<file path="src/rtl/uart_rx_deserializer_pkg.sv">
// Shared line configuration for the UART receive path.
// Latency: n/a (constants only).
// Backpressure: n/a.
// Contents: system clock frequency and line baud rate, common to the bus
// interface and every receiver instantiated inside it.
package uart_rx_deserializer_pkg;

   localparam int unsigned CFG_SYS_FREQ_HZ    = 12_000_000;
   localparam int unsigned CFG_UART_BAUD_RATE = 115_200;

endpackage

</file>
<file path="src/rtl/uart_bit_timer.sv">
// Bit-period timer: counts sys_clk cycles and emits a tick at each UART sample point.
// Latency: tick is combinational from the count; first tick HALF_BIT or CLKS_PER_BIT cycles after restart.
// Backpressure: none; free-running while not restarted.
// Ports: sys_clk/rst (sync, active-high), restart clears the count, half selects
//        the half-bit period, tick marks a sample point (count restarts at 0 there).
module uart_bit_timer #(
   parameter int unsigned CLKS_PER_BIT = 104,
   parameter int unsigned HALF_BIT     = 52
)(
   input  logic sys_clk,
   input  logic rst,
   input  logic restart,
   input  logic half,
   output logic tick
);

   // Just wide enough to hold CLKS_PER_BIT-1.
   localparam int unsigned CW = (CLKS_PER_BIT > 1) ? $clog2(CLKS_PER_BIT) : 1;
   localparam logic [CW-1:0] LIM_FULL = CW'(CLKS_PER_BIT - 1);
   localparam logic [CW-1:0] LIM_HALF = CW'(HALF_BIT - 1);

   logic [CW-1:0] cnt_q;

   assign tick = (cnt_q == (half ? LIM_HALF : LIM_FULL));

   always_ff @(posedge sys_clk) begin
      if (rst || restart || tick) begin
         cnt_q <= '0;
      end else begin
         cnt_q <= cnt_q + CW'(1);
      end
   end

endmodule

</file>
<file path="src/rtl/uart_rx_deserializer.sv">
// UART receiver: deserializes an already-synchronized rx line into NUM_DATA_BITS words, LSB first.
// Latency: new_data_ready/frame_error pulse one cycle after the stop-bit sample point.
// Backpressure: none; words are overwritten by the next frame, pulses are single-cycle.
// Ports: sys_clk, rst (sync, active-high), rx_in (idle high),
//        recv_data (last good word), new_data_ready / frame_error (1-cycle pulses), busy.
module uart_rx_deserializer
   import uart_rx_deserializer_pkg::*;
#(
   parameter int unsigned SYS_FREQ_HZ    = CFG_SYS_FREQ_HZ,
   parameter int unsigned UART_BAUD_RATE = CFG_UART_BAUD_RATE,
   parameter int unsigned NUM_DATA_BITS  = 8
)(
   input  logic                     sys_clk,
   input  logic                     rst,
   input  logic                     rx_in,
   output logic [NUM_DATA_BITS-1:0] recv_data,
   output logic                     new_data_ready,
   output logic                     frame_error,
   output logic                     busy
);

   localparam int unsigned CLKS_PER_BIT = SYS_FREQ_HZ / UART_BAUD_RATE;
   localparam int unsigned HALF_BIT     = CLKS_PER_BIT / 2;
   localparam int unsigned BW           = (NUM_DATA_BITS > 1) ? $clog2(NUM_DATA_BITS) : 1;

   generate
      if (CLKS_PER_BIT < 4) begin : g_cfg_check
         $error("uart_rx_deserializer: CLKS_PER_BIT (%0d) must be at least 4", CLKS_PER_BIT);
      end
   endgenerate

   typedef enum logic [2:0] {
      S_IDLE,
      S_START,
      S_DATA,
      S_STOP,
      S_RECOVER
   } state_t;

   state_t                   state_q, state_d;
   logic [BW-1:0]            bit_cnt_q;
   logic [NUM_DATA_BITS-1:0] shift_q;

   logic timer_restart;
   logic timer_half;
   logic sample_tick;
   logic bit_clr;
   logic shift_en;
   logic deliver;
   logic ferr;

   uart_bit_timer #(
      .CLKS_PER_BIT (CLKS_PER_BIT),
      .HALF_BIT     (HALF_BIT)
   ) u_bit_timer (
      .sys_clk (sys_clk),
      .rst     (rst),
      .restart (timer_restart),
      .half    (timer_half),
      .tick    (sample_tick)
   );

   always_comb begin
      state_d       = state_q;
      timer_restart = 1'b0;
      timer_half    = 1'b0;
      bit_clr       = 1'b0;
      shift_en      = 1'b0;
      deliver       = 1'b0;
      ferr          = 1'b0;
      case (state_q)
         S_IDLE: begin
            // Timer is held at 0 so the cycle the start edge is seen is t0.
            timer_restart = 1'b1;
            if (!rx_in) begin
               state_d = S_START;
               bit_clr = 1'b1;
            end
         end
         S_START: begin
            timer_half = 1'b1;
            if (sample_tick) begin
               state_d = rx_in ? S_IDLE : S_DATA;
            end
         end
         S_DATA: begin
            if (sample_tick) begin
               shift_en = 1'b1;
               if (bit_cnt_q == BW'(NUM_DATA_BITS - 1)) begin
                  state_d = S_STOP;
               end
            end
         end
         S_STOP: begin
            if (sample_tick) begin
               if (rx_in) begin
                  deliver = 1'b1;
                  state_d = S_IDLE;
               end else begin
                  ferr    = 1'b1;
                  state_d = S_RECOVER;
               end
            end
         end
         S_RECOVER: begin
            // Wait out a break so it reports only one frame error.
            if (rx_in) begin
               state_d = S_IDLE;
            end
         end
         default: state_d = S_IDLE;
      endcase
   end

   always_ff @(posedge sys_clk) begin
      if (rst) begin
         state_q        <= S_IDLE;
         bit_cnt_q      <= '0;
         shift_q        <= '0;
         recv_data      <= '0;
         new_data_ready <= 1'b0;
         frame_error    <= 1'b0;
      end else begin
         state_q        <= state_d;
         new_data_ready <= deliver;
         frame_error    <= ferr;
         if (bit_clr) begin
            bit_cnt_q <= '0;
         end else if (shift_en) begin
            bit_cnt_q <= bit_cnt_q + BW'(1);
         end
         if (shift_en) begin
            shift_q <= {rx_in, shift_q[NUM_DATA_BITS-1:1]};
         end
         if (deliver) begin
            recv_data <= shift_q;
         end
      end
   end

   // The delivery cycle counts as busy so a consumer never sees idle before the word lands.
   assign busy = (state_q != S_IDLE) || new_data_ready;

endmodule
</file>
<file path="config.mk">
export PLATFORM = sky130hd
export DESIGN_NAME = uart_rx_deserializer
export DESIGN_NICKNAME = d
export VERILOG_FILES = /design/src/rtl/uart_rx_deserializer_pkg.sv /design/src/rtl/uart_bit_timer.sv /design/src/rtl/uart_rx_deserializer.sv
export SDC_FILE = /design/constraint.sdc
export NUM_CORES = 1
export LEC_CHECK = 0
export ABC_AREA = 1
export CORE_UTILIZATION = 58
export DETAILED_ROUTE_END_ITERATION = 8
export PLACE_DENSITY_LB_ADDON = 0.25
export SLEW_MARGIN = 20
export SYNTH_ARGS = -nofsm -noshare
export SYNTH_HDL_FRONTEND = slang
export SYNTH_SLANG_ARGS = --single-unit
</file>
<file path="constraint.sdc">
create_clock -name sys_clk -period 2.25 [get_ports sys_clk]
set_input_delay 0.5625 -clock sys_clk [delete_from_list [all_inputs] [get_ports sys_clk]]
set_output_delay 0.5625 -clock sys_clk [all_outputs]
set_load 0.01 [all_outputs]
</file>
==> results of run 1 <==
-- worst paths after layout --
check,startpoint,end,slack (ns),cells after the start
setup / recovery,state_q[1]$_SDFFE_PP0P_,busy,0.14,6
hold / removal,u_bit_timer.cnt_q[0]$_SDFF_PP0_,u_bit_timer.cnt_q[0]$_SDFF_PP0_,0.47,1
setup reg to reg,u_bit_timer.cnt_q[0]$_SDFF_PP0_,recv_data[5]$_SDFFE_PP0P_,0.51,8
hold reg to reg,u_bit_timer.cnt_q[0]$_SDFF_PP0_,u_bit_timer.cnt_q[0]$_SDFF_PP0_,0.47,1
-- power by group --
group / total [W] / switching (W) / internal [W]
Clock: 0.000372 / 0.000189 / 0.000183
Combinational: 0.000298 / 0.000192 / 0.000107
Sequential: 0.000624 / 0.0000398 / 0.000584
Total: 0.00129 / 0.000421 / 0.000873
-- layout make-up --
class | count | area [um^2] | area share [%]
clock buffer | 7 | 65.1 | 4.29
clock inverter | 1 | 7.51 | 0.495
multi-input combinational | 118 | 587 | 38.7
timing repair buffer | 14 | 136 | 8.99
sequential | 31 | 621 | 40.9
tap | 27 | 33.8 | 2.23
inverter | 17 | 66.3 | 4.37
-- stage by stage --
stage / utilization, % / worst slack [ns] / power [W]
after floorplan: - / 0.774 / 0.000850
after global placement: 71.5 / 0.273 / 0.000925
after detailed placement: 71.5 / 0.248 / 0.000940
after CTS: 75.0 / 0.138 / 0.00130
after global routing: 75.0 / 0.0667 / 0.00137
final: 75.0 / 0.141 / 0.00129
-- sequential cells by signal (all words and copies together) (netlist names) --
name	flops
state_q	3
bit_cnt_q	3
recv_data	8
shift_q	8
u_bit_timer.cnt_q	7
new_data_ready	1
frame_error	1
-- critical path: stages, from the launching register on --
cell and delay (ns):
dfxtp_1 0.36, inv_2 0.10, nand2_1 0.07, nor2_1 0.08
inv_1 0.07, or2_2 0.26, dlygate4sd2_1 0.28
-- layout by cell type, fill, tap and decap left out --
cell type	count
nand2_2	1
nand3_2	1
inv_4	1
inv_2	3
clkbuf_8	2
nor3_4	1
ha_1	3
nand3_4	1
dfxtp_1	31
nand4_1	1
dlygate4sd2_1	1
inv_1	13
clkinvlp_4	1
nand3_1	7
nand2_1	20
nor2_2	1
nor3_1	2
o21ai_0	20
a21oi_1	10
nor2_1	44
buf_4	1
nor3b_1	1
nor2_4	1
xor2_1	3
clkdlybuf4s50_1	12
clkbuf_4	5
or2_2	1
-- kinds of logic (layout without fill, tap and decap cells) --
kind of cell | Yosys count | count (layout)
DFF | 31 | 31
xor gates and xnor gates | 3 | 3
adders and majority gates | 3 | 3
AOI/OAI and AO/OA | 30 | 30
and+or+nand+nor | 82 | 82
buffers and inverters | 20 | 39
-- routing by layer --
layer / share of wire, % / vias to the layer above / GRT usage, %
met1: 47 / 514 / 27.5
met2: 49 / 17 / 38.1
met3: 3.4 / 2 / 6.85
li1: - / 576 / -
met5: 0 / - / 0
met4: 0.56 / 0 / 9.80
==> out/metrics.cfg, run 1 <==
[run_status]
run_status = completed

[clocking]
cts_tree = yes
postCtsHoldBufs = 0
cts-root-buf = clkbuf_4
post_cts.resized_instances = 2
post_cts_clock_slew_at_the_launch_and_capture_registers_of_the_worst_setup_and_hold_paths_ns = 0.10
cts_htree_levels = 2
clock-sinks = 31
insertion_delay_ns = 0.32
cts_made_buffers = 5
clock_path_buffers = 2
postCtsSetupRepairBufs = 0

[finish]
final_cell_area_um2 = 1520
final_nets = 193
post_route_cells_drive_above_1_share_pct = 10.6
area.growth.synth_to_final_pct = 17.3
fillers = 152
antenna_cells_inserted = 0
non_filler_instance_count_after_layout = 215

[sta]
final.setup.tns_ns = 0
skew_ns = 0.00972
slew_violations = 0
fin_hold_ws_ns = 0.467
tightest_slew_ns = 0.484
timing.final.hold_violations = 0
timing.final.crit_period_ns = 2.11
setup_viol = 0
grt_setup_unrepaired = no
timing.max_slew.rel_slack_pct = 67.4
fmax_mhz = 474
layout_worst_path_cycle_share_pct = 93.7

[logic_synthesis]
synth_compound_area_share_pct = 11.6
synthXorXnorAreaFrac_pct = 2.03
sequential_fraction_of_the_synthesis_area_pct = 48.0
synthSimpleGateAreaFrac_pct = 28.8
synth_top_cell_area_share_pct = 48.0
largest_family_of_logic_cells_by_synthesized_area = simple AND/OR/NAND/NOR gates
synth.top_cells.by_area = dfxtp_1 (48%), nor2_1 (13%), o21ai_0 (7.7%), nand2_1 (5.8%), inv_1 (4.1%)
netlist_top_cells_count = nor2_1 (44), dfxtp_1 (31), nand2_1 (20), o21ai_0 (20), inv_1 (14)
synth_top_flop_cell = dfxtp_1
postSynth.asyncResetShare_pct = 0
cell_area_after_synthesis_um2 = 1290
synth.most_common_cell = nor2_1
synthesis.nets = 175
yosys_register_bits = 31
post_synth_inst_count = 169
syn-mean-instance-area_um2 = 7.65
synth.area.mux_share_pct = 0
synth.largest_area_cell = dfxtp_1
post_synth_fa_ha_maj_area_fraction_pct = 2.90
synth_cell_types = 24
yosysWarningCount = 0
synth-edff-count = 0

[flow_run]
max_cap_violations = 0

[grt]
grt_pass1_wl_mm = 4.20
gr-usage-all-layers_pct = 23.0
global_route.overflow_total = 0
grt_max_degree = 14
first_global_vias = 1015
antenna_found_initial = 0

[power]
max-vdd-ir-drop_mv = 0.602
power_density_nw_per_um2 = 853
p_leak_nw = 0.659

[die]
die_height_um = 49.2
floorplan.die.width_um = 49.2
dieArea_um2 = 2420
floorplan.initialDensity_pct = 63.9
core-area_um2 = 2020
rows = 16
floorplan.io_pins = 14

[drt]
detailedRoute.firstIterationViolations = 35
antenna_violating_nets_post_route = 0
post-route-drc-count = 0
routed_via_count_divided_by_cell_count = 5.16
route.detailed.wl_per_inst_um = 11.6
detailedRoute.firstPassIterationCount = 4
drt_wl_total_mm = 2.50
route.vias.total = 1109

[hold_path]
worstHoldPathType = flip-flop to flip-flop

[critical_path]
timing.critical_path.required_ns = 1.69
worstPathMaxFanout = 4
critPathLaunchType = flip-flop
critPathKind = flip-flop to output port
timing.critical_path.arrival_ns = 1.55
critical_path.endpoint_type = output port

[placed_design]
dpl_cell_area_um2 = 1450
dpl.cell_count = 207
hpwl_mm = 1.82
place_congestion = 0.838
port-buffer-count = 13

(Power assumes the default switching activity.)
==> run 2: changes to the inputs <==
Settings changed: ABC_AREA 1 to 0, CORE_UTILIZATION 58 to 59.
==> run 2 against run 1 <==
- hold slack lost 0.012 ns
- sequential power shrank 11%
- cell count shrank 17%
- critical path depth shrank 3
- register-to-register slack lost 0.13 ns
- design area grew 4.9%
- critical path type unchanged
- highest routed layer unchanged
==> out/metrics.cfg, run 2 <==
[critical_path]
timing.critical_path.arrival_ns = 1.58
cp_slowest_stage_delay_ns = 0.54
crit_family = flip-flops
critPathKind = flip-flop to output port
timing.critical_path.required_ns = 1.69
startpoint_of_the_worst_slack_reg_to_reg_timing_path = u_bit_timer.cnt_q[0]$_SDFF_PP0_
critical_path_buf_inv_count = 1
worstPathMaxFanout = 8
reg2reg_setup_slack_ns = 0.38
crit_chain = nor3_2 -> nand2b_1 -> clkdlybuf4s50_1
setup.worst_path.start = state_q[2]$_SDFFE_PP0P_
critical_path.endpoint_type = output port
critPathLaunchType = flip-flop
critical_path.slowest_cell = dfxtp_1

[clocking]
clock_path_buffers = 2
cts_tree = yes
clock-sinks = 31
cts-root-buf = clkbuf_4
post_cts_clock_slew_at_the_launch_and_capture_registers_of_the_worst_setup_and_hold_paths_ns = 0.10
cts_htree_levels = 2
insertion_delay_ns = 0.33
postCtsHoldBufs = 0
cts_made_buffers = 5

[placed_design]
hpwl_mm = 1.61
place_congestion = 0.858
worst_slack_at_placement_ns = 0.167
port-buffer-count = 13

[grt]
grt_max_degree = 11
gr-usage-all-layers_pct = 22.6
global_route.overflow_total = 0
antenna_found_initial = 0
first_global_vias = 944
grt_pass1_wl_mm = 4.13

[logic_synthesis]
cell_area_after_synthesis_um2 = 1360
yosys_register_bits = 31
synth-edff-count = 0
yosysWarningCount = 0
synthXorXnorAreaFrac_pct = 4.52
synth_top_cell_area_share_pct = 45.7
synth.largest_area_cell = dfxtp_1
synth.area.mux_share_pct = 14.0
synth_top_flop_cell = dfxtp_1
synth.most_common_cell = dfxtp_1
sequential_fraction_of_the_synthesis_area_pct = 45.7
netlist_top_cells_count = dfxtp_1 (31), nor2_1 (20), mux2i_1 (19), nand2b_1 (17), xnor2_1 (4)
postSynth.asyncResetShare_pct = 0
synth_cell_types = 32
largest_family_of_logic_cells_by_synthesized_area = simple AND/OR/NAND/NOR gates
synthesis.nets = 139
syn-mean-instance-area_um2 = 10.2
post_synth_inst_count = 133
synth_compound_area_share_pct = 4.79
post_synth_fa_ha_maj_area_fraction_pct = 2.76
synthSimpleGateAreaFrac_pct = 24.0
synth.top_cells.by_area = dfxtp_1 (46%), mux2i_1 (14%), nand2b_1 (7.8%), nor2_1 (5.5%), ha_1 (2.8%)

[die]
floorplan.die.width_um = 50.0
core-area_um2 = 2190
dieArea_um2 = 2500
floorplan.io_pins = 14
die_height_um = 50.0
rows = 17
floorplan.initialDensity_pct = 62.0

[power]
internal_power_w = 0.000834
pwr-share-seq_pct = 53.0
p_leak_nw = 0.589
switching_share_pct = 20.4
max-vdd-ir-drop_mv = 0.472
power_density_nw_per_um2 = 659
combinationalPowerShare_pct = 3.8
clkPwrFrac_pct = 43.2
fin_total_pwr_w = 0.00105
netSwitchingPower_w = 0.000214

[sta]
timing.max_slew.rel_slack_pct = 66.6
tightest_slew_ns = 0.498
fin_hold_ws_ns = 0.456
slew_violations = 0
timing.final.crit_period_ns = 2.14
final.setup.tns_ns = 0
grt_setup_unrepaired = no
setup_viol = 0
worst_path_setup_slack_after_routing_ns = 0.107
timing.final.hold_violations = 0
skew_ns = 0.00758
layout_worst_path_cycle_share_pct = 95.2
fmax_mhz = 467

[drt]
route.vias.total = 947
route.detailed.wl_per_inst_um = 12.8
drt_wl_total_mm = 2.28
routed_via_count_divided_by_cell_count = 5.29
detailedRoute.firstPassIterationCount = 4
detailedRoute.firstIterationViolations = 4
antenna_violating_nets_post_route = 0
post-route-drc-count = 0

[hold_path]
worst_hold_startpoint = u_bit_timer.cnt_q[0]$_SDFF_PP0_
worstHoldPathType = flip-flop to flip-flop

[finish]
largest_registers = recv_data (8), shift_q (8), u_bit_timer.cnt_q (7)
post_route_cells_drive_above_1_share_pct = 11.9
mostFrequentLayoutCell = dfxtp_1
layout.cells.most_common_list = dfxtp_1 (31), nor2_1 (20), mux2i_1 (19)
area.growth.synth_to_final_pct = 17.1
fillers = 158
antenna_cells_inserted = 0
final_nets = 156

[flow_run]
max_cap_violations = 0

[run_status]
run_status = completed

[run 2: metrics by stage]
stage	instances	area, um^2	util (%)
final	179	1590	72.6
after global routing	179	1590	72.6
after CTS	179	1590	72.4
after detailed placement	171	1500	68.4
after global placement	171	1500	68.4
after floorplan	133	1360	-
[run 2: what timing repair did]
item	CTS	global route
buffers inserted	0	0
resized for setup	0	1
setup endpoints to repair	0	1
[run 2: cells by family (layout without fill, tap and decap cells)]
kind of cell / Yosys count / count (layout)
flops: 31 / 31
fa+ha+maj: 3 / 3
mux: 19 / 19
buf+inv: 8 / 26
compound gates: 8 / 8
simple gates: 57 / 57
xor+xnor: 7 / 7
[run 2: final cells by class]
type	count	area (um^2)	share of cell area, %
clock buffers	6	51.3	3.23
clock inverters	2	35.0	2.20
inverters	1	3.75	0.236
multi-input cells	94	684	43.0
flip-flops and latches	31	621	39.0
well taps	28	35.0	2.20
repair buffers	17	160	10.1
[run 2: final timing paths]
path | to | depth (start not counted)
max | busy | 3
min | u_bit_timer.cnt_q[0]$_SDFF_PP0_ | 1
max reg2reg | shift_q[4]$_SDFFE_PP0P_ | 5
min reg2reg | u_bit_timer.cnt_q[0]$_SDFF_PP0_ | 1
[run 2: layer usage]
| metal | vias to the layer above | wire [um] | GRT usage, % |
|---|---|---|---|
| li1 | 486 | - | - |
| met1 | 438 | 1050 | 26.0 |
| met2 | 18 | 1100 | 35.6 |
| met3 | 5 | 83 | 7.41 |
| met4 | 0 | 43 | 14.3 |
| met5 | - | 0 | 0 |
[run 2: worst reg2reg max path: cells and delay by family (launching register included)]
| kind | cells | cell delay [ns] |
|---|---|---|
| adder cells (fa/ha/maj) | 1 | 0.24 |
| AND/OR/NAND/NOR | 2 | 0.76 |
| multiplexers | 1 | 0.21 |
| flip-flops | 1 | 0.36 |
| buffers and inverters | 1 | 0.24 |
[run 2: power by group through the flow]
stage	Combinational, W	Clock, W	Sequential (W)
floorplan	0.0000304	0	0.000565
global placement	0.0000382	0	0.000567
detailed placement	0.0000388	0	0.000568
CTS	0.0000393	0.000462	0.000555
global route	0.0000442	0.000480	0.000556
finish	0.0000398	0.000453	0.000555
